## src/rtl/bank_responder.sv

```systemverilog
// Bank-side responder: executes granted {we,addr,wdata} requests against a local register bank.
// Latency: 1 cycle from grant sample to resp_valid pulse; full throughput on every port.
// Backpressure: none; consumers must take each response in the cycle it is valid.
module bank_responder #(
  parameter int COUNTER_WIDTH = 8,
  parameter int ADDR_WIDTH    = 4,
  parameter int VALUE_WIDTH   = 8,
  parameter int NCONSUMERS    = 2,
  parameter int NPORTS        = 1,
  localparam int CID_WIDTH    = (NCONSUMERS > 1) ? $clog2(NCONSUMERS) : 1,
  localparam int REQ_WIDTH    = ADDR_WIDTH + VALUE_WIDTH + 1
) (
  input  logic                                  clk,
  input  logic                                  reset,
  input  logic [NPORTS-1:0]                     grant_valid,
  input  logic [NPORTS-1:0][CID_WIDTH-1:0]      grant_id,
  input  logic [NPORTS-1:0][REQ_WIDTH-1:0]      grant_req,
  output logic [NCONSUMERS-1:0]                 resp_valid,
  output logic [NCONSUMERS-1:0]                 resp_we,
  output logic [NCONSUMERS-1:0][VALUE_WIDTH-1:0] resp_data,
  output logic [COUNTER_WIDTH-1:0]              value,
  output logic                                  conflict,
  output logic                                  error
);

  localparam int DEPTH = 2**ADDR_WIDTH;

  typedef struct packed {
    logic                   we;
    logic [ADDR_WIDTH-1:0]  addr;
    logic [VALUE_WIDTH-1:0] wdata;
  } req_t;

  logic [VALUE_WIDTH-1:0] mem [DEPTH];
  req_t [NPORTS-1:0]      req;
  logic [NPORTS-1:0]      exec;
  logic                   bad_now;
  logic                   conf_now;
  logic [COUNTER_WIDTH-1:0] inc;
  logic [NCONSUMERS-1:0]  rv_n;
  logic [NCONSUMERS-1:0]  rwe_n;
  logic [NCONSUMERS-1:0][VALUE_WIDTH-1:0] rdata_n;
  logic [NCONSUMERS-1:0]  rv_q;

  assign req = grant_req;

  // A port executes only if its id is legal and no lower valid port already claims that id.
  always_comb begin
    exec    = '0;
    bad_now = 1'b0;
    for (int p = 0; p < NPORTS; p++) begin
      exec[p] = grant_valid[p] && (int'(grant_id[p]) < NCONSUMERS);
      for (int q = 0; q < p; q++) begin
        if (grant_valid[q] && (grant_id[q] == grant_id[p])) exec[p] = 1'b0;
      end
      if (grant_valid[p] && !exec[p]) bad_now = 1'b1;
    end
  end

  always_comb begin
    conf_now = 1'b0;
    inc      = '0;
    rv_n     = '0;
    rwe_n    = resp_we;
    rdata_n  = resp_data;
    for (int p = 0; p < NPORTS; p++) begin
      inc = inc + {{(COUNTER_WIDTH-1){1'b0}}, exec[p]};
      for (int q = 0; q < p; q++) begin
        if (exec[p] && exec[q] && req[p].we && req[q].we && (req[p].addr == req[q].addr))
          conf_now = 1'b1;
      end
      if (exec[p]) begin
        rv_n[grant_id[p]]    = 1'b1;
        rwe_n[grant_id[p]]   = req[p].we;
        rdata_n[grant_id[p]] = req[p].we ? '0 : mem[req[p].addr];
      end
    end
  end

  always_ff @(posedge clk) begin
    if (reset) begin
      for (int a = 0; a < DEPTH; a++) mem[a] <= '0;
      rv_q      <= '0;
      resp_we   <= '0;
      resp_data <= '0;
      value     <= '0;
      conflict  <= 1'b0;
      error     <= 1'b0;
    end else begin
      // Descending order so the lowest-index colliding writer lands last and wins.
      for (int p = NPORTS-1; p >= 0; p--) begin
        if (exec[p] && req[p].we) mem[req[p].addr] <= req[p].wdata;
      end
      rv_q      <= rv_n;
      resp_we   <= rwe_n;
      resp_data <= rdata_n;
      value     <= value + inc;
      conflict  <= conf_now;
      error     <= error | bad_now;
    end
  end

  // A response already registered when reset arrives must not reach the consumer.
  assign resp_valid = rv_q & ~{NCONSUMERS{reset}};

endmodule

```

## config.mk

```make
export PLATFORM = sky130hd
export DESIGN_NAME = bank_responder
export DESIGN_NICKNAME = d
export VERILOG_FILES = /design/src/rtl/bank_responder.sv
export SDC_FILE = /design/constraint.sdc
export NUM_CORES = 1
export LEC_CHECK = 0
export CORE_MARGIN = 5
export CORE_UTILIZATION = 51
export DETAILED_ROUTE_END_ITERATION = 12
export PLACE_DENSITY = 0.7
export SETUP_SLACK_MARGIN = 0.4
export SLEW_MARGIN = 20
export SYNTH_ARGS = -nofsm -noshare
export SYNTH_HDL_FRONTEND = slang
export SYNTH_SLANG_ARGS = --single-unit
export TNS_END_PERCENT = 20
```

## constraint.sdc

```tcl
create_clock -name clk -period 1.9 [get_ports clk]
set_input_delay 0.38 -clock clk [delete_from_list [all_inputs] [get_ports clk]]
set_output_delay 0.38 -clock clk [all_outputs]
set_load 0.02 [all_outputs]
```

==> impl_results.md, run 1 <==
- Total track usage: 20.6%
- CTS sink count: 156
- Violation count after the first detailed-route iteration: 416
- Number of rows in the core area: 43
- Endpoints failing hold: 0
- Mean cell area of the mapped netlist: 12.8 µm²
- CP max FO: 2
- Clock tree skew after final layout: 0.00582 ns
- Final WL: 16100 µm
- Die area: 16600 µm²
- Overall power of the completed layout: 8020 µW
- Buf/Inv on CP: 1
- First-pass GRT wire length: 25400 µm
- Origin of the worst min-delay path: resp_we[1]$_SDFFE_PP0P_
- Clock tree from TritonCTS: yes
- Routed vias: 4613
- Number of nets with antenna violations after detailed routing: 0
- Number of detailed-routing iterations run before antenna repair: 5
- CP top delay family: flip-flops
- Critical path launch point type: flop
- Maximum frequency from static timing analysis: 676 MHz
- Worst-path clk slew: 0.07 ns
- Instance count of the mapped netlist: 563
- Result of the run: finished, final reports clean
- Critical Path RT: 1.52 ns
- Ratio of final minimum period to clock period: 77.9%
- Fill cells: 1055
- Most common flop cell mapped by yosys: edfxtp_1
- Fraction of registers with async set or reset after synthesis: 0%
- Worst vdd rail ir drop: 0.578 mV
- Number of DRC violations after detailed routing: 0
- Top-level port count: 47
- Overflow left after global routing: 0
- Number of synthesized flops with an enable pin: 128
- Vias in the first global route: 4812
- Static leakage: 0.00350 µW
- Power Dens Cells: 903 nW/µm²
- Diodes inserted: 0
- Combined area of all synthesized cells: 7190 µm²
- Number of nets in the final layout: 676
- Root buf cell: clkbuf_16
- Average detailed-routed wire length per instance: 19.0 µm
- TNS Setup: 0 ns
- Effective utilization at floorplan: 51.8%
- Chip width: 129 µm
- Final count of negative-setup-slack endpoints: 0
- Launching instance or port of the critical path: resp_data[3]$_SDFFE_PP0P_
- CTS HTree Levels: 4
- Data arrival time of the worst path: 1.10 ns
- Number of buffers on the longest clock path: 2
- Number of library cell types mapped by synthesis: 38
- Clock latency on the worst-skew pair: 0.43 ns
- Largest net degree at the start of global routing: 17
- Launching point of the worst reg2reg path: mem[8][1]$_SDFFCE_PN0P_
- Worst-path cell chain: dlygate4sd2_1
- Height of the die: 129 µm
- Hold bufs inserted after CTS: 0
- Hold crit path type: reg2reg
- Max cap viols: 0
- Yosys warning total: 0
- Final critical-path required period: 1.48 ns
- Area of the core region: 13900 µm²
- Num CTS Buffers: 17
- RePlAce Congestion: 0.895
- FF+latch count, synth: 156
- Kind of critical path: reg2out
- Number of port buffers: 44
- Part of the Yosys area used for sequential elements: 61.2%
- RSZ-0062 raised after global routing: yes
- Crit-path max cell delay: 0.34 ns
- Initial antenna violation count: 0
- Fraction of final layout cells sized beyond drive strength 1: 22.4%
- Via-per-instance ratio: 5.43
- Half-perimeter wire length of the detailed placement result: 11400 µm
- Master of the slowest instance on the critical path: dfxtp_1
- Signed area change from the synthesized netlist to the final layout: 23.5%
- Endpoint type of the worst setup path: output port
- Max-slew violation total from the final report: 0
==> sequential cells by signal (all words and copies together) (netlist names) <==
name	flops
mem	128
resp_data	16
value	8
resp_we	2
rv_q	2
==> Yosys cell counts (2+ instances only) <==
| cell | instances | share of area [%] |
|---|---|---|
| and2_1 | 129 | 11 |
| edfxtp_1 | 128 | 53 |
| mux2i_1 | 65 | 9.0 |
| dfxtp_1 | 28 | 7.8 |
| a22oi_1 | 24 | 2.5 |
| nor2_1 | 20 | 1.0 |
| or2_2 | 18 | 1.6 |
| nand3_1 | 13 | 0.90 |
| clkbuf_1 | 12 | 0.63 |
| nand2_1 | 10 | 0.52 |
| a21oi_1 | 9 | 0.63 |
| buf_2 | 9 | 0.63 |
| buf_4 | 9 | 0.94 |
| nand4_1 | 9 | 0.78 |
| a41oi_1 | 8 | 0.97 |
| nand3b_1 | 8 | 0.83 |
| nor2b_1 | 8 | 0.70 |
| nor3b_1 | 8 | 0.83 |
| o211ai_1 | 8 | 0.83 |
| buf_6 | 5 | 0.78 |
| o21ai_1 | 5 | 0.35 |
| xor2_1 | 4 | 0.49 |
| nand2b_1 | 3 | 0.26 |
| nor3_2 | 3 | 0.42 |
| o21ai_0 | 3 | 0.21 |
| and3_1 | 2 | 0.17 |
| ha_1 | 2 | 0.35 |
| nand4b_1 | 2 | 0.24 |
| xnor2_1 | 2 | 0.24 |
==> worst paths after layout <==
kind	end	slack, ns	depth (start not counted)
min	resp_we[1]$_SDFFE_PP0P_	0.46	2
max	resp_data[3]	0.42	1
max reg2reg	resp_data[1]$_SDFFE_PP0P_	0.67	5
min reg2reg	resp_we[1]$_SDFFE_PP0P_	0.46	2
==> timing repair <==
| action | CTS | global route |
|---|---|---|
| setup endpoints to repair | 300 | 193 |
| hold endpoints to repair | 0 | 0 |
| cloned | 1 | 0 |
| pin swaps | 6 | 2 |
| gates resized for setup | 67 | 21 |
| setup buffers | 4 | 0 |
==> cell families (layout without fill, tap and decap cells) <==
family          after synthesis  after routing  synth area share (%)
other cells                   1              2                0.0521
xor+xnor                      6              6                 0.730
simple gates                237            237                  19.9
mux                          65             65                  9.04
buf+inv                      39            145                  3.20
fa+ha+maj                     2              2                 0.348
flops                       156            156                  61.2
compound gates               57             57                  5.50
==> metrics by stage <==
stage          hold WS (ns)  util [%]  cell area, µm²  worst slack, ns  cells
6_report              0.460      64.0            8890            0.421    850
3_3_place_gp          0.446      58.8            8160           -0.345    813
4_1_cts               0.465      63.7            8840            0.140    850
5_1_grt               0.498      64.0            8890            0.332    850
3_5_place_dp          0.459      58.8            8160           -0.383    813
2_1_floorplan         0.527         -            7230            0.202    564
==> metal layers <==
layer,global-route usage [%],vias to the layer above,part of all wire [%]
li1,-,2232,-
met3,4.98,29,5.6
met2,33.6,127,48
met4,8.89,0,2.5
met1,26.3,2225,44
met5,0,-,0
==> layout make-up <==
cell class	instances	area (µm²)	share of cell area, %
repair buffers	111	993	11.2
inverters	2	7.51	0.0845
well taps	180	225	2.53
clock buffers	17	425	4.79
multi-input cells	369	2650	29.9
clock inverters	15	175	1.97
flip-flops and latches	156	4410	49.6
==> placed cells by master, fill, tap and decap left out, drive strengths merged, types with 12 or more instances in the layout <==
cell,Yosys,routed
a22oi,24,24
and2,129,129
or2,18,18
nand3,13,13
edfxtp,128,128
mux2i,65,65
buf,24,70
dlygate4sd2,0,13
dfxtp,28,28
clkdlybuf4s15,0,12
clkbuf,13,18
nor2,20,20
==> power by group <==
part           internal [µW]  switching (µW)
sequential              3860            60.8
clock                   1980            1440
combinational            281             397
total                   6130            1900
No activity file was read; power rests on OpenSTA's default activity.
==> inputs of run 2 (changes only) <==
--- a/config.mk
+++ b/config.mk
@@ -8,7 +8,7 @@
 export CORE_MARGIN = 5
 export CORE_UTILIZATION = 51
 export DETAILED_ROUTE_END_ITERATION = 12
-export PLACE_DENSITY = 0.7
+export PLACE_DENSITY = 0.73
 export SETUP_SLACK_MARGIN = 0.4
 export SLEW_MARGIN = 20
 export SYNTH_ARGS = -nofsm -noshare
==> constraint.sdc (replaced) <==
create_clock -name clk -period 1.2 [get_ports clk]
set_input_delay 0.24 -clock clk [delete_from_list [all_inputs] [get_ports clk]]
set_output_delay 0.24 -clock clk [all_outputs]
set_load 0.02 [all_outputs]
==> run 2 against run 1 <==
The flow now finishes with violations (negative setup slack). Combinational power is 100% higher. Setup slack worse by 0.46 ns. Wire length is 11% higher. Critical path depth rose by 1. Final cell count rose by 1.4%. Clock power grew 51%. Non-clock buffer count up 12. Clock skew up 0.0056 ns. Critical endpoint is now resp_valid[1]. Highest routed layer unchanged.
==> impl_results.md, run 2 (same netlist as run 1, synthesis figures left out) <==
- Num CTS Buffers: 17 (unchanged)
- Worst-path clk slew: 0.06 ns (was 0.07 ns)
- Max-slew violation total from the final report: 0 (unchanged)
- Power Dens Cells: 1290 nW/µm² (was 903 nW/µm²)
- Area of the core region: 13900 µm² (unchanged)
- DP Area: 8360 µm² (was 8160 µm²)
- Max cap viols: 0 (unchanged)
- Origin of the worst min-delay path: grant_valid (was resp_we[1]$_SDFFE_PP0P_)
- Height of the die: 129 µm (unchanged)
- Total area of sequential cells: 4440 µm² (was 4410 µm²)
- Data arrival time of the worst path: 1.00 ns (was 1.10 ns)
- Tightest hold margin: 0.225 ns (was 0.460 ns)
- Fraction of final layout cells sized beyond drive strength 1: 57.8% (was 22.4%)
- RePlAce Congestion: 0.880 (was 0.895)
- Path depth of the worst reg2reg path: 5 (unchanged)
- Routed vias: 4871 (was 4613)
- Clock tree from TritonCTS: yes (unchanged)
- Number of nets with antenna violations after detailed routing: 0 (unchanged)
- Top-level port count: 47 (unchanged)
- Clock tree skew after final layout: 0.0114 ns (was 0.00582 ns)
- Worst vdd rail ir drop: 1.04 mV (was 0.578 mV)
- Sw Share: 23.2% (was 23.6%)
- Fill cells: 908 (was 1055)
- Final WL: 17900 µm (was 16100 µm)
- Vias in the first global route: 5010 (was 4812)
- Largest net degree at the start of global routing: 21 (was 17)
- Number of DRC violations after detailed routing: 0 (unchanged)
- Layout Cell Area excl Fill: 9900 µm² (was 8890 µm²)
- Worst-path cell chain: nor2b_1, buf_4 (was dlygate4sd2_1)
- CTS HTree Levels: 4 (unchanged)
- Register-to-register setup slack: 0 ns (was 0.67 ns)
- Diodes inserted: 0 (unchanged)
- Kind of critical path: reg2out (unchanged)
- Setup slack after layout: -0.0417 ns (was 0.421 ns)
- Number of buffers on the longest clock path: 2 (unchanged)
- Average detailed-routed wire length per instance: 20.8 µm (was 19.0 µm)
- Part of the power in registers: 48.9% (about the same)
- Critical Path RT: 0.96 ns (was 1.52 ns)
- Clock latency on the worst-skew pair: 0.43 ns (about the same)
- WHS Endpoint: resp_we[1]$_SDFFE_PP0P_ (unchanged)
- Endpoint type of the worst setup path: output port (unchanged)
- Launching point of the worst reg2reg path: mem[8][4]$_SDFFCE_PN0P_ (was mem[8][1]$_SDFFCE_PN0P_)
- Cell-internal power: 9810 µW (was 6130 µW)
- Most used cells in the layout excluding fill and tap cells: 128 x edfxtp_1, 111 x and2_4, 51 x buf_6 (was 129 x and2_1, 128 x edfxtp_1, 65 x mux2i_1)
- CP max FO: 1 (was 2)
- Number of detailed-routing iterations run before antenna repair: 5 (unchanged)
- Violation count after the first detailed-route iteration: 400 (was 416)
- Destination of the worst register-to-register timing path: resp_data[4]$_SDFFE_PP0P_ (was resp_data[1]$_SDFFE_PP0P_)
- Multi-input gate area in the final layout: 3390 µm² (was 2650 µm²)
- Crit-path max cell delay: 0.30 ns (was 0.34 ns)
- Largest registers ranked by flip-flop count: mem x128, resp_data x16, value x8 (unchanged)
- Chip width: 129 µm (unchanged)
- Hold crit path type: in2reg (was reg2reg)
- Initial antenna violation count: 0 (unchanged)
- Via-per-instance ratio: 5.65 (was 5.43)
- Half-perimeter wire length of the detailed placement result: 11800 µm (was 11400 µm)
- Result of the run: finished, violations left (was finished, final reports clean)
- Static leakage: 0.00370 µW (was 0.00350 µW)
- Violations in the final reports: negative setup slack
- Overall power of the completed layout: 12800 µW (was 8020 µW)
- Max FFs per register: 128 (unchanged)
- Overflow left after global routing: 0 (unchanged)
- CTS sink count: 156 (unchanged)
- Die area: 16600 µm² (unchanged)
- Effective utilization at floorplan: 51.8% (unchanged)
- Final count of negative-setup-slack endpoints: 3 (was 0)
- Total track usage: 21.2% (was 20.6%)
- Number of rows in the core area: 43 (unchanged)
- Worst Hold Depth: 4 (was 2)
- Combinational cell fraction of total power: 10.7% (was 8.5%)
- Hold bufs inserted after CTS: 0 (unchanged)
- Register bank with the most flops: mem (unchanged)
- Number of nets in the final layout: 688 (was 676)
- Critical path launch point type: flop (unchanged)
- Setup Slack @ Placement: -0.894 ns (was -0.383 ns)
- Master of the slowest instance on the critical path: dfxtp_1 (unchanged)
- Commonest non-fill, non-tap cell in the layout: edfxtp_1 (was and2_1)
- Post-route core utilization: 71.3% (was 64.0%)
- Final critical-path required period: 1.24 ns
- Number of port buffers: 44 (unchanged)
- Maximum frequency from static timing analysis: 805 MHz
- Switching power summed over all nets: 2970 µW (was 1900 µW)
- Ratio of final minimum period to clock period: 103%
- RSZ-0062 raised after global routing: yes (unchanged)
- Endpoints failing hold: 0 (unchanged)
- First-pass GRT wire length: 26400 µm (was 25400 µm)
- Clk pwr share: 40.4% (was 42.6%)
- Signed area change from the synthesized netlist to the final layout: 37.6% (was 23.5%)
- Root buf cell: clkbuf_16 (unchanged)
run 2: changes by cell type in the layout (fill, tap and decap cells not counted), moves of 12 or more:
cell | previous run | this run
a22oi_2 | 2 | 19
a22oi_1 | 22 | 5
dfxtp_1 | 26 | 2
mux2i_2 | 0 | 18
and2_1 | 129 | 18
buf_6 | 0 | 51
dfxtp_2 | 2 | 26
buf_4 | 63 | 49
dlygate4sd2_1 | 13 | 1
and2_4 | 0 | 111
mux2i_1 | 65 | 47
run 2: worst max-delay path by stage:
stage                                   startpoint                   endpoint  slack (ns)  depth (start not counted)
after floorplan                       grant_req[9]    mem[5][0]$_SDFFCE_PN0P_       -0.36                          5
after global placement                       reset    mem[3][5]$_SDFFCE_PN0P_       -0.86                          5
after detailed placement                     reset    mem[3][1]$_SDFFCE_PN0P_       -0.89                          5
after CTS                       rv_q[1]$_SDFF_PP0_              resp_valid[1]       -0.07                          2
after global routing      mem[10][5]$_SDFFCE_PN0P_  resp_data[5]$_SDFFE_PP0P_        -0.1                          5
final                           rv_q[1]$_SDFF_PP0_              resp_valid[1]       -0.04                          2
run 2: metrics by stage:
step | instances | TNS, ns
finish | 862 | -0.0801
global route | 862 | -0.766
CTS | 861 | -1.14
detailed placement | 827 | -204.07
global placement | 827 | -193.88
floorplan | 564 | -38.25
run 2: routing by layer:
| layer | wire, µm | part of all wire (%) | vias up | global-route usage [%] |
|---|---|---|---|---|
| li1 | - | - | 2250 | - |
| met1 | 7120 | 40 | 2408 | 27.4 |
| met2 | 8980 | 50 | 167 | 33.2 |
| met3 | 1200 | 6.7 | 46 | 5.40 |
| met4 | 594 | 3.3 | 0 | 10.9 |
| met5 | 0 | 0 | - | 0 |
run 2: power groups by stage:
stage / registers, µW / clock network, µW / logic, µW
global route: 6270 / 5470 / 1450
global placement: 6320 / 0 / 1100
floorplan: 6340 / 0 / 586
CTS: 6230 / 5220 / 1190
finish: 6250 / 5160 / 1370
detailed placement: 6330 / 0 / 1120
run 2: final cells by class:
type	instances	area share, %
Timing Repair Buffer	123	12.7
Sequential cell	156	44.8
Tap cell	180	2.27
Clock buffer	25	5.35
Multi-Input combinational cell	369	34.2
Inverter	2	0.152
Clock inverter	7	0.480
run 2: worst max-delay path: cells and delay by family (launching register included):
family	cells	cell delay, ns
simple gates	1	0.12
flops	1	0.30
buf+inv	1	0.15
run 2: timing repair:
| action | CTS | global route |
|---|---|---|
| buffers inserted | 2 | 0 |
| setup endpoints to repair | 312 | 311 |
| pin swaps | 52 | 130 |
| cloned | 0 | 1 |
| resized for setup | 278 | 188 |
==> inputs of run 3 (changes only) <==
--- a/config.mk
+++ b/config.mk
@@ -7,6 +7,7 @@
 export LEC_CHECK = 0
 export CORE_MARGIN = 5
 export CORE_UTILIZATION = 51
+export CTS_CLUSTER_DIAMETER = 50
 export DETAILED_ROUTE_END_ITERATION = 12
 export PLACE_DENSITY = 0.73
 export SETUP_SLACK_MARGIN = 0.4
==> results of run 3 <==
No change in the layout: final DEF, timing and power equal those of run 2.
